**src/rtl/mul_trap_pkg.sv**
```systemverilog
// rtl/mul_trap_pkg.sv - opcode, state and default constants for the MUL trap controller
//
// Shared by mul_trap_ctrl and its timeout counter. Holds:
//   - the four MUL-class opcodes decoded from if_instruction[31:25]
//   - the controller state encoding (IDLE, ARM, RUN, DRAIN, FLAGS, FAULT)
//   - default values for the controller parameters
//   - small opcode classification helpers
package mul_trap_pkg;

  localparam logic [6:0] OP_MULI  = 7'b0010000;
  localparam logic [6:0] OP_MULSI = 7'b0011000;
  localparam logic [6:0] OP_MUL   = 7'b0110000;
  localparam logic [6:0] OP_MULS  = 7'b0111000;

  localparam logic [15:0] DEF_UC_END_PC    = 16'd124;
  localparam int          DEF_TIMEOUT      = 1024;
  localparam int          DEF_DRAIN_CYCLES = 2;

  // State encoding kept as plain constants so existing decode tables
  // that match on raw state values continue to line up.
  typedef logic [2:0] state_t;
  localparam state_t ST_IDLE  = 3'd0;
  localparam state_t ST_ARM   = 3'd1;
  localparam state_t ST_RUN   = 3'd2;
  localparam state_t ST_DRAIN = 3'd3;
  localparam state_t ST_FLAGS = 3'd4;
  localparam state_t ST_FAULT = 3'd5;

  function automatic logic is_mul_op(input logic [6:0] op);
    return (op == OP_MULI) || (op == OP_MULSI) || (op == OP_MUL) || (op == OP_MULS);
  endfunction

  // Immediate forms take their second operand from instruction bits [15:0].
  function automatic logic is_imm_form(input logic [6:0] op);
    return (op == OP_MULI) || (op == OP_MULSI);
  endfunction

  // Only the flag-setting forms produce a flag write at the end of the trap.
  function automatic logic is_flag_form(input logic [6:0] op);
    return (op == OP_MULS) || (op == OP_MULSI);
  endfunction

endpackage

```
**src/rtl/trap_timeout_ctr.sv**
```systemverilog
// rtl/trap_timeout_ctr.sv - saturating RUN-cycle counter for the MUL trap watchdog
//
// Counts enabled cycles since the last clear. expired is high during the
// LIMIT-th enabled cycle, so the owner sees it on the edge that completes
// LIMIT cycles of RUN. The count saturates there.
//
// Ports:
//   clk     in  clock
//   rst     in  synchronous active-low reset
//   clear   in  zero the count (takes priority over enable)
//   enable  in  advance the count this cycle
//   expired out LIMIT enabled cycles reached with this one
module trap_timeout_ctr
  import mul_trap_pkg::*;
#(
  parameter int LIMIT = DEF_TIMEOUT
) (
  input  logic clk,
  input  logic rst,
  input  logic clear,
  input  logic enable,
  output logic expired
);

  localparam int W = (LIMIT < 2) ? 1 : $clog2(LIMIT + 1);
  localparam logic [W-1:0] LAST = W'(LIMIT - 1);

  logic [W-1:0] count;

  always_ff @(posedge clk) begin
    if (!rst) begin
      count <= '0;
    end else if (clear) begin
      count <= '0;
    end else if (enable && !expired) begin
      count <= count + W'(1);
    end
  end

  assign expired = (count == LAST);

endmodule

```
**src/rtl/mul_trap_ctrl.sv**
```systemverilog
// rtl/mul_trap_ctrl.sv - MUL-class instruction trap controller for the microcode sequencer
//
// Watches the fetch stream for MUL-class opcodes. On a valid MUL in IDLE it
// captures the instruction and precomputes the Z/N flags, freezes the main
// pipeline and hands control to the microcode sequencer until the sequencer
// PC reaches UC_END_PC. After a fixed drain period the flag-setting forms
// emit a one-cycle flag write. A sequence that overruns TIMEOUT RUN cycles
// parks in FAULT until reset.
//
// Ports:
//   clk               in   clock, rising edge
//   rst               in   synchronous active-low reset
//   if_instruction    in   [31:0] instruction from fetch
//   if_valid          in   if_instruction valid this cycle
//   reg_data1/2       in   [31:0] operands of the instruction being fetched
//   uc_pc             in   [15:0] microcode sequencer PC
//   set_catch         out  microcode sequencer enable (ARM, RUN)
//   orig_instruction  out  [31:0] captured MUL, held until next capture
//   stall_pc          out  freeze main PC / fetch (any non-IDLE state)
//   busy              out  controller not IDLE
//   flag_we           out  one-cycle flag write strobe (FLAGS)
//   flag_z, flag_n    out  flag values computed at capture
//   uc_fault          out  sticky sequencer timeout
//   trap_count        out  [15:0] completed traps, wraps
module mul_trap_ctrl
  import mul_trap_pkg::*;
#(
  parameter logic [15:0] UC_END_PC    = DEF_UC_END_PC,
  parameter int          TIMEOUT      = DEF_TIMEOUT,
  parameter int          DRAIN_CYCLES = DEF_DRAIN_CYCLES
) (
  input  logic        clk,
  input  logic        rst,
  input  logic [31:0] if_instruction,
  input  logic        if_valid,
  input  logic [31:0] reg_data1,
  input  logic [31:0] reg_data2,
  input  logic [15:0] uc_pc,
  output logic        set_catch,
  output logic [31:0] orig_instruction,
  output logic        stall_pc,
  output logic        busy,
  output logic        flag_we,
  output logic        flag_z,
  output logic        flag_n,
  output logic        uc_fault,
  output logic [15:0] trap_count
);

  // DRAIN_CYCLES is expected to be at least 1.
  localparam int DW = (DRAIN_CYCLES < 2) ? 1 : $clog2(DRAIN_CYCLES);
  localparam logic [DW-1:0] DRAIN_LAST = DW'(DRAIN_CYCLES - 1);

  state_t        state;
  state_t        state_nxt;
  logic          set_flags;
  logic [DW-1:0] drain_cnt;
  logic          drain_last;

  logic [6:0]    op;
  logic          take;
  logic          cap_z;
  logic          cap_n;
  logic          cap_sf;

  logic          uc_done;
  logic          tmo_clear;
  logic          tmo_enable;
  logic          tmo_expired;

  // Capture-side decode: flags are computed from the operands presented
  // alongside the fetched instruction, since the register file moves on
  // once the pipeline is frozen.
  always_comb begin
    op     = if_instruction[31:25];
    take   = if_valid && is_mul_op(op);
    cap_sf = is_flag_form(op);
    if (is_imm_form(op)) begin
      cap_z = (reg_data1 == '0) || (if_instruction[15:0] == '0);
      cap_n = reg_data1[31] ^ if_instruction[15];
    end else begin
      cap_z = (reg_data1 == '0) || (reg_data2 == '0);
      cap_n = reg_data1[31] ^ reg_data2[31];
    end
  end

  assign uc_done    = (uc_pc == UC_END_PC);
  assign drain_last = (drain_cnt == DRAIN_LAST);

  always_comb begin
    state_nxt = state;
    case (state)
      ST_IDLE:  if (take) state_nxt = ST_ARM;
      ST_ARM:   state_nxt = ST_RUN;
      // Completion is tested first so it wins over a coincident timeout.
      ST_RUN: begin
        if (uc_done) begin
          state_nxt = ST_DRAIN;
        end else if (tmo_expired) begin
          state_nxt = ST_FAULT;
        end
      end
      ST_DRAIN: if (drain_last) state_nxt = set_flags ? ST_FLAGS : ST_IDLE;
      ST_FLAGS: state_nxt = ST_IDLE;
      ST_FAULT: state_nxt = ST_FAULT;
      default:  state_nxt = ST_IDLE;
    endcase
  end

  // The watchdog is zeroed during the single ARM cycle and only counts
  // while the sequencer is actually running.
  assign tmo_clear  = (state == ST_ARM);
  assign tmo_enable = (state == ST_RUN);

  trap_timeout_ctr #(
    .LIMIT (TIMEOUT)
  ) u_timeout (
    .clk     (clk),
    .rst     (rst),
    .clear   (tmo_clear),
    .enable  (tmo_enable),
    .expired (tmo_expired)
  );

  always_ff @(posedge clk) begin
    if (!rst) begin
      state            <= ST_IDLE;
      set_flags        <= 1'b0;
      orig_instruction <= '0;
      flag_z           <= 1'b0;
      flag_n           <= 1'b0;
      trap_count       <= '0;
      drain_cnt        <= '0;
    end else begin
      state <= state_nxt;

      if (state == ST_IDLE && take) begin
        orig_instruction <= if_instruction;
        flag_z           <= cap_z;
        flag_n           <= cap_n;
        set_flags        <= cap_sf;
      end

      if (state == ST_DRAIN) begin
        drain_cnt <= drain_cnt + DW'(1);
      end else begin
        drain_cnt <= '0;
      end

      if (state == ST_DRAIN && drain_last) begin
        trap_count <= trap_count + 16'd1;
      end
    end
  end

  assign set_catch = (state == ST_ARM) || (state == ST_RUN);
  assign busy      = (state != ST_IDLE);
  assign stall_pc  = busy;
  assign flag_we   = (state == ST_FLAGS);
  assign uc_fault  = (state == ST_FAULT);

endmodule

```
**config.mk**
```make
export PLATFORM = sky130hd
export DESIGN_NAME = mul_trap_ctrl
export DESIGN_NICKNAME = d
export VERILOG_FILES = /design/src/rtl/mul_trap_pkg.sv /design/src/rtl/trap_timeout_ctr.sv /design/src/rtl/mul_trap_ctrl.sv
export SDC_FILE = /design/constraint.sdc
export NUM_CORES = 1
export LEC_CHECK = 0
export CAP_MARGIN = 20
export CORE_AREA = 2 2 89 91
export CTS_BUF_LIST = sky130_fd_sc_hd__clkbuf_2
export DETAILED_ROUTE_END_ITERATION = 12
export DIE_AREA = 0 0 91 93
export PLACE_DENSITY = 0.81
export SYNTH_ARGS = -nofsm -noshare
export SYNTH_HDL_FRONTEND = slang
export SYNTH_HIERARCHICAL = 1
export SYNTH_SLANG_ARGS = --single-unit
```
**constraint.sdc**
```tcl
create_clock -name clk -period 5.3 [get_ports clk]
set_input_delay 1.06 -clock clk [delete_from_list [all_inputs] [get_ports clk]]
set_output_delay 1.06 -clock clk [all_outputs]
set_load 0.005 [all_outputs]
```
## After elaboration in Yosys (flattened, before gate mapping)

Index checks and enable logic that the tools add are counted.
W data, S select, Z words.

- Input port bits: 115
- Memories: 0
- Memory bits (writable): 0
- Output and inout port bits: 55
- Bits in latches: 0
- ROM bits: 0
- Bits in registers: 66

- Bitwise logic cells: 3
- Multipliers: 0
- Divide/modulo/power cells: 0
- Order comparisons: 0
- Reductions and logical operators: 20
- Shift-type cells: 0
- Equal/unequal tests: 14
- Add/sub/neg operators: 3
- Mux-type cells: 8

Operator list:

| kind | number |
|---|---|
| $logic_not A32 Y1 | 2 |
| $add A16 B1 Y16 const B | 1 |
| $eq A16 B7 Y1 const B | 1 |
| $logic_not A16 Y1 | 1 |
| $mux W3 | 5 |
| $pmux W3 S5 | 1 |
| $eq A7 B5 Y1 const B | 2 |
| $eq A7 B6 Y1 const B | 2 |
| $add A11 B1 Y11 const B | 1 |
| $eq A11 B10 Y1 const B | 1 |
| $logic_or A1 B1 Y1 | 7 |
| $eq A3 B2 Y1 const B | 2 |
| $eq A3 B3 Y1 const B | 2 |
| $logic_and A1 B1 Y1 | 4 |
| $ne A2 B2 Y1 const B | 2 |
| $eq A3 B1 Y1 const B | 1 |
| $logic_not A3 Y1 | 1 |
| $ne A3 B3 Y1 const B | 1 |
| $reduce_and A3 Y1 | 1 |
| $reduce_bool A3 Y1 | 1 |
| $mux W1 | 2 |
| $reduce_and A2 Y1 | 1 |
| $reduce_or A2 Y1 | 1 |
| $xor A1 B1 Y1 | 2 |
| other kinds (3) | 3 |

## Depth between registers and ports, before layout

Gate-level depths: netlist (run 1).

- Depth in word-level cells: 7
- Gate-level depth with buffers: 7
- Depth with buffers taken out: 7

## Modules after synthesis

The synthesis (run 1) kept the hierarchy.

Modules (own cells, without submodules):

| module | cells each | area an instance (um^2) | times used |
|---|---|---|---|
| mul_trap_ctrl | 289 | 2498.6 | 1 |
| trap_timeout_ctr | 64 | 554.3 | 1 |

## Worst setup path after synthesis (run 1)

No wires, ideal clock.

- Kind: input port to flip-flop
- Start: input port if_instruction[25]
- End: register flag_n
- Required time: 5238 ps
- Path buffers: 0
- Data arrival time: 2499 ps
- Setup slack: 2739 ps
- Cell stages on the path: 5
- Path through: or3_1 -> or3_1 -> mux2i_1 -> or4b_1 -> nand3_1

- Cells in the longest elaborated chain, start to end: 6
- Elaborated cells on any way between the ends: 10
- Those cells by class: eq/ne (4); mux (1); reduce/logical (5)

RTL lines:

| item | RTL line | source |
|---|---|---|
| from (decl) | mul_trap_ctrl.sv:34 | `input logic [31:0] if_instruction,` |
| $eq A7 B5 Y1 | mul_trap_pkg.sv:30, mul_trap_pkg.sv:35 |  |
| $logic_or A1 B1 Y1 | mul_trap_pkg.sv:30, mul_trap_pkg.sv:35 |  |
| $logic_or A1 B1 Y1 (2 in a row) | mul_trap_pkg.sv:30 | `return (op == OP_MULI) \|\| (op == OP_MULSI) \|\| (op == OP_MUL) \|\| (op == OP_MULS);` |
| $logic_and A1 B1 Y1 | mul_trap_ctrl.sv:76 | `take = if_valid && is_mul_op(op);` |
| $logic_and A1 B1 Y1 | mul_trap_ctrl.sv:137 | `if (state == ST_IDLE && take) begin` |
| to (signal assigned) | mul_trap_ctrl.sv:140 | `flag_n <= cap_n;` |
| to (decl) | mul_trap_ctrl.sv:45 | `output logic flag_n,` |

Parallel ways exist; a longest one is shown, timed or not.
A chain may end at the register's enable or synchronous reset.

## Worst setup path after layout (run 1)

- Start: register state[1]
- End: output port set_catch

- Cells in the longest elaborated chain, start to end: 2
- Elaborated cells on any way between the ends: 3
- Those cells by class: eq/ne (2); reduce/logical (1)

RTL lines:

| item | RTL line | source |
|---|---|---|
| from (decl) | mul_trap_ctrl.sv:54 | `state_t state;` |
| from (signal assigned) | mul_trap_ctrl.sv:135 | `state <= state_nxt;` |
| $eq A3 B2 Y1 | - |  |
| via tmo_enable | mul_trap_ctrl.sv:68 | `logic tmo_enable;` |
| $logic_or A1 B1 Y1 | mul_trap_ctrl.sv:156 | `assign set_catch = (state == ST_ARM) \|\| (state == ST_RUN);` |
| to (decl) | mul_trap_ctrl.sv:39 | `output logic set_catch,` |

The timed path passes the listed nets, and every way through them passes these cells.

==> results of run 1 <==
==> registers in the layout, summed over array words and instances (netlist names) <==
signal	cells
orig_instruction	32
trap_count	16
u_timeout/count	11
state	3
drain_cnt	1
flag_n	1
flag_z	1
set_flags	1
==> synthesized netlist by cell type (2+ instances only) <==
| cell | count | area [um^2] |
|---|---|---|
| nand2_1 | 68 | 255 |
| dfxtp_1 | 66 | 1320 |
| a21boi_1 | 23 | 173 |
| nor4_1 | 20 | 125 |
| nand4_1 | 12 | 75.1 |
| nor3_1 | 12 | 60.1 |
| and2_1 | 10 | 62.6 |
| and3_1 | 10 | 62.6 |
| nand3_1 | 9 | 45.0 |
| nor2_1 | 9 | 33.8 |
| o21ai_0 | 9 | 45.0 |
| xor2_1 | 9 | 78.8 |
| a21boi_0 | 8 | 60.1 |
| clkbuf_1 | 8 | 30.0 |
| or3_1 | 8 | 50.1 |
| buf_2 | 7 | 35.0 |
| nor2b_1 | 6 | 37.5 |
| a21oi_1 | 5 | 25.0 |
| inv_1 | 5 | 18.8 |
| xnor2_1 | 5 | 43.8 |
| a31oi_1 | 4 | 25.0 |
| nand2b_1 | 4 | 25.0 |
| nor3b_1 | 4 | 30.0 |
| ha_1 | 2 | 25.0 |
| mux2i_1 | 2 | 20.0 |
| nor4_2 | 2 | 25.0 |
| o211a_1 | 2 | 20.0 |
| o21a_1 | 2 | 15.0 |
| or4_4 | 2 | 22.5 |
==> metrics by stage <==
stage          instance area [um^2]  total power, mW
2_1_floorplan                  3050            0.556
3_3_place_gp                   4800            0.662
3_5_place_dp                   4800            0.663
4_1_cts                        4970             1.07
5_1_grt                        4990             1.10
6_report                       4990             1.06
==> layout by cell type, fill, tap and decap left out, drive strengths merged, types with 2 or more instances in the layout <==
master and instances:
nor3 12, dfxtp 66, nand2 68, clkbuf 9, mux2i 2, nand2b 4, or4 2, inv 6
nor2b 6, xnor2 5, nor4 23, and2 10, a31oi 4, clkinv 3, ha 2, xor2 9
o211a 2, a21oi 5, and3 10, nor3b 4, a21boi 31, nand4 13, nand3 11, buf 2
clkdlybuf4s50 169, bufinv 3, nor2 10, or3 8, o21a 2, o21ai 9
==> worst paths after layout <==
kind,from,end,slack [ns]
worst max-delay path,state[1]$_SDFFE_PN0P_,set_catch,2.01
worst min-delay path,orig_instruction[21]$_SDFFE_PN0P_,orig_instruction[21]$_SDFFE_PN0P_,0.46
worst max register to register,state[0]$_SDFFE_PN0P_,flag_n$_SDFFE_PN0P_,3.01
worst min register to register,orig_instruction[21]$_SDFFE_PN0P_,orig_instruction[21]$_SDFFE_PN0P_,0.46
==> kinds of logic after synthesis <==
family          after synthesis  share of synthesized area (%)
fa+ha+maj                     2                          0.820
compound gates               60                           14.3
simple gates                187                           33.8
mux                           2                          0.656
flops                        66                           43.3
xor+xnor                     14                           4.02
buf+inv                      22                           3.11
==> worst register-to-register path, cell delays in order, from the launching register on <==
cell     delay [ns]
dfxtp_1        0.45
nor3_1         0.43
nand3_2        0.62
or4b_1         0.68
nand3_1        0.08
==> area by class of cell <==
type	count	area, um^2	area share [%]
multi-input combinational	265	1640	32.8
sequential	66	1320	26.5
clock inverter	7	125	2.51
tap	102	128	2.56
inverter	5	18.8	0.376
timing repair buffer	171	1710	34.4
clock buffer	9	45.0	0.903
==> power groups by stage <==
stage          Combinational (mW)  Clock, mW  Sequential (mW)
5_1_grt                     0.156      0.437            0.511
4_1_cts                     0.145      0.417            0.509
6_report                    0.144      0.405            0.509
2_1_floorplan              0.0414          0            0.514
3_5_place_dp                0.145          0            0.518
3_3_place_gp                0.144          0            0.518
==> layer usage <==
metal / vias up / global-route usage (%) / wire (um)
met5: - / 0 / 0
met4: 0 / 8.71 / 122
met3: 7 / 6.12 / 707
met2: 127 / 41.2 / 5090
met1: 1489 / 23.0 / 3410
li1: 1599 / - / -
==> metrics.txt, run 1 <==
cell family with most CP delay simple AND/OR/NAND/NOR gates; DRT Pass-1 Iters 5; CTS sink count 66; Die Y 93 um; die footprint about 0.0085 mm^2; worst-path fanout max 11; nets@finish around 640; RSZ-0062 raised after global routing false; count of final hold-check violations 0; Buffers on Ports 169; Crit path depth 4; Avg Cell Area, Syn between 8 and 9 um^2; Initial DRC Count 103; Final ANT Viol Nets 0; Slew HR 56.8%; final WL between 9 and 10 mm; Post-DP HPWL around 7.4 mm; Pins Over Slew Limit 0; Max Clock Skew 0.0213 ns; WP data arrival roughly 2.2 ns; WL/cell approximately 15 um; status finished clean; number of placement rows 32; leak pwr ~1.8 nW; hold slack 0.464 ns; async set-reset flop share out of synthesis 0%; cell area after synthesis ~0.0031 mm^2; share of cells above drive strength 1 under 10%; synthesized flop and latch total 66; Reg clk slew, reported paths 0.19 ns; Gate power share between 10 and 15%; clock latency on the worst-skew pair ~0.49 ns; antenna diode count 0; placed cell count between 600 and 700; syn_nets 470; core area 0.00753 mm^2; Setup CP Type flop to output port; Sw Pwr 0.247 mW; required time of the critical path 4.24 ns; largest net degree at the start of global routing 60; setup total negative slack 0 ns; WHS Path Cells 2; CP endpoint kind output port; grt ovf 0; Post-synth EDFFs 0; Slew @ Worst Pin between 0.6 and 0.7 ns; die width between 90 and 100 um; PD cells ~210 mW/mm^2; DRC violations left 0; HP Class flop to flop; Finished Layout Cells between 600 and 700; Area Growth Syn to Fin 63.4%; pre-CTS setup slack approximately 1.9 ns; cell breakdown of the critical path nand2_1 > nor2_1 > or2_2 > clkdlybuf4s50_1; Starting Density between 40% and 50%; Post-synth top flop dfxtp_1; Fmax just over 300 MHz; Ports 170; Bufs and invs on worst path 1; cts hold-fix bufs 0; peak supply drop roughly 120 uV; Internal 0.811 mW; CTS tree yes; Setup Buffers After CTS 0; post-synthesis cell count ~350; GPL Wtd Cong ~0.83; maxcap violations 0; Crit-path slowest cell dfxtp_1; Clock Tree Buf Depth 2; setup ws final about 2.0 ns; synth unique cells between 40 and 50; total track usage approximately 22%; htree depth 3; first-pass GRT wire length ~15 mm; Tcrit/Tclk final between 60% and 70%; yosys warns 6; Clk pwr share around two fifths; fin crit period approximately 3.3 ns; initial antenna violation count 0; sequential share of the synthesized area a little over two fifths; Root Driver clkbuf_2; CTS resizes 0; vias per cell 5.16; cells on worst reg2reg path 4; utilization after layout about two thirds; startpoint types flop; TritonCTS buffer count 9; Fillers 635; via count about 3200; Worst path max stage delay roughly 0.54 ns; Sequential Power Share about 48%; Final setup violation count 0; vias in the first global route 3116; Switching Fraction 23.3%
Power figures use the tool's default switching activity.
==> run 2: changes to the inputs <==
--- a/config.mk
+++ b/config.mk
@@ -6,11 +6,11 @@
 export NUM_CORES = 1
 export LEC_CHECK = 0
 export CAP_MARGIN = 20
-export CORE_AREA = 2 2 89 91
+export CORE_AREA = 2 2 91 93
 export CTS_BUF_LIST = sky130_fd_sc_hd__clkbuf_2
 export DETAILED_ROUTE_END_ITERATION = 12
-export DIE_AREA = 0 0 91 93
-export PLACE_DENSITY = 0.81
+export DIE_AREA = 0 0 93 95
+export PLACE_DENSITY = 0.78
 export SYNTH_ARGS = -nofsm -noshare
 export SYNTH_HDL_FRONTEND = slang
 export SYNTH_HIERARCHICAL = 1
==> constraint.sdc (replaced) <==
create_clock -name clk -period 3.3 [get_ports clk]
set_input_delay 0.66 -clock clk [delete_from_list [all_inputs] [get_ports clk]]
set_output_delay 0.66 -clock clk [all_outputs]
set_load 0.005 [all_outputs]
==> run 2 against run 1 <==
Net effect: first-iteration DRC count decreased by 19%; sequential power is 60% higher; clock-buffer cell count up 1; power grew 49%; die area is 4.4% higher; clock power increased by 31%; critical endpoint unchanged; largest power group unchanged.
==> metrics.txt, run 2 (synthesis gave the netlist of run 1 again) <==
Post-DP HPWL between 7 and 8 mm; WP data arrival between 2 and 2.5 ns; CP endpoint kind output port; grt ovf 0; CTS resizes 0; Reg clk slew, reported paths around 0.17 ns; r2r setup slk about 1.2 ns; Buffers on Ports approximately 170; htree depth 3; worst reg2reg startpoint state[1]$_SDFFE_PN0P_; Tcrit/Tclk final a little under nine tenths; Post-DP Area between 0.004 and 0.005 mm^2; status finished clean; WL/cell between 10 and 15 um; Tot Pwr 1.58 mW; leak pwr about 1.8 nW; clock latency on the worst-skew pair between 0.4 and 0.5 ns; worst setup path end set_catch; Area Growth Syn to Fin 62.3%; Clock Tree Buf Depth 2; largest reg by FF count orig_instruction; grt peak-use layer met2; startpoint types flop; cts hold-fix bufs 0; fin crit period around 2.8 ns; PD cells 318 mW/mm^2; count of final hold-check violations 0; grt met3 use under 10%; largest net degree at the start of global routing 34; Gate power share 14.7%; Setup Buffers After CTS 0; DRT Pass-1 Iters 4; die footprint 0.00884 mm^2; Fmax 351 MHz; DRC violations left 0; Initial DRC Count 83; most frequent cells in the layout 168 x clkdlybuf4s50_1, 68 x nand2_1, 66 x dfxtp_1; launch point of the worst path state[1]$_SDFFE_PN0P_; setup ws final 0.453 ns; HP Class flop to flop; Slew HR between 60% and 70%; total track usage between 20% and 30%; CTS sink count 66; Root Driver clkbuf_2; Global Route met1 Usage between 20 and 25%; Ports 170; nets@finish 637; antenna diode count 0; Sw Pwr between 0.3 and 0.4 mW; vias in the first global route roughly 3000; RSZ-0062 raised after global routing false; Clk pwr share between 30% and 40%; Pins Over Slew Limit 0; Switching Fraction between 20% and 30%; first-pass GRT wire length roughly 14 mm; Starting Density about two fifths; vias per cell a little over 5; Internal between 1 and 1.5 mW; peak supply drop between 150 and 200 uV; Die Y about 95 um; Slew @ Worst Pin 0.479 ns; Sequential Power Share approximately 52%; Max Clock Skew 0.0226 ns; pre-CTS setup slack around 0.7 ns; share of cells above drive strength 1 6.10%; worst-path fanout max 11; most common cell after layout, fill and taps aside clkdlybuf4s50_1; Final ANT Viol Nets 0; core area approximately 0.0079 mm^2; GPL Wtd Cong approximately 0.86; number of flip-flops in the largest register 32; maxcap violations 0; Fillers between 600 and 700; fin area around 0.0050 mm^2; number of placement rows 33; setup total negative slack 0 ns; Final setup violation count 0; Largest regs orig_instruction (32), trap_count (16), u_timeout/count (11); via count about 3200; cells on worst reg2reg path 6; TritonCTS buffer count 9; CTS tree yes; initial antenna violation count 0; required time of the critical path 2.64 ns; die width just over 90 um; final WL roughly 9 mm; r2r endpoint u_timeout/count[7]$_SDFFE_PP0P_; Setup CP Type flop to output port; met2 Use GR a little over a third
-- run 2: cell count changes in the layout (fill, tap and decap cells not counted), sizes merged --
| cell | previous run | this run |
|---|---|---|
| clkbuf | 9 | 10 |
| clkinvlp | 0 | 1 |
| clkdlybuf4s50 | 169 | 168 |
| inv | 6 | 5 |
| bufinv | 3 | 2 |
| buf | 2 | 5 |
-- run 2: layout make-up --
| type | instances | area [um^2] | share of cell area, % |
|---|---|---|---|
| Multi-Input combinational cell | 265 | 1640 | 33.0 |
| Inverter | 5 | 18.8 | 0.379 |
| Clock inverter | 6 | 81.3 | 1.64 |
| Timing Repair Buffer | 173 | 1720 | 34.6 |
| Clock buffer | 10 | 50.0 | 1.01 |
| Sequential cell | 66 | 1320 | 26.7 |
| Tap cell | 105 | 131 | 2.65 |
-- run 2: worst max-delay path, cell delays in order (launching register included) --
cell	delay [ns]
dfxtp_1	0.53
nand2_1	0.16
nor2_1	0.37
or2_2	0.19
clkdlybuf4s50_1	0.49
-- run 2: how the worst min path moves through the flow --
stage / start / end / cells past startpoint / slack [ns]
after global routing: orig_instruction[12]$_SDFFE_PN0P_ / orig_instruction[12]$_SDFFE_PN0P_ / 2 / 0.49
final: orig_instruction[16]$_SDFFE_PN0P_ / orig_instruction[16]$_SDFFE_PN0P_ / 2 / 0.47
after CTS: orig_instruction[16]$_SDFFE_PN0P_ / orig_instruction[16]$_SDFFE_PN0P_ / 2 / 0.47
after global placement: u_timeout/count[10]$_SDFFE_PP0P_ / u_timeout/count[10]$_SDFFE_PP0P_ / 2 / 0.43
after detailed placement: orig_instruction[18]$_SDFFE_PN0P_ / orig_instruction[18]$_SDFFE_PN0P_ / 2 / 0.45
after floorplan: u_timeout/count[10]$_SDFFE_PP0P_ / u_timeout/count[10]$_SDFFE_PP0P_ / 2 / 0.42
-- run 2: metrics by stage --
stage	std cells	util (%)	hold WS, ns
after floorplan	353	-	0.420
after global placement	614	60.9	0.430
after detailed placement	614	60.9	0.447
after CTS	630	62.5	0.471
after global routing	630	62.5	0.488
final	630	62.5	0.467
-- run 2: routing by layer --
layer / share of wire, % / routed length [um]
met4: 2.1 / 187
met3: 8.4 / 755
met2: 51 / 4540
met5: 0 / 0
met1: 39 / 3500
-- run 2: power by group through the flow --
| stage | Combinational [mW] | Clock, mW | Sequential, mW |
|---|---|---|---|
| 3_3_place_gp | 0.230 | 0 | 0.832 |
| 4_1_cts | 0.233 | 0.544 | 0.816 |
| 2_1_floorplan | 0.0665 | 0 | 0.826 |
| 6_report | 0.232 | 0.530 | 0.816 |
| 3_5_place_dp | 0.232 | 0 | 0.833 |
| 5_1_grt | 0.248 | 0.587 | 0.819 |
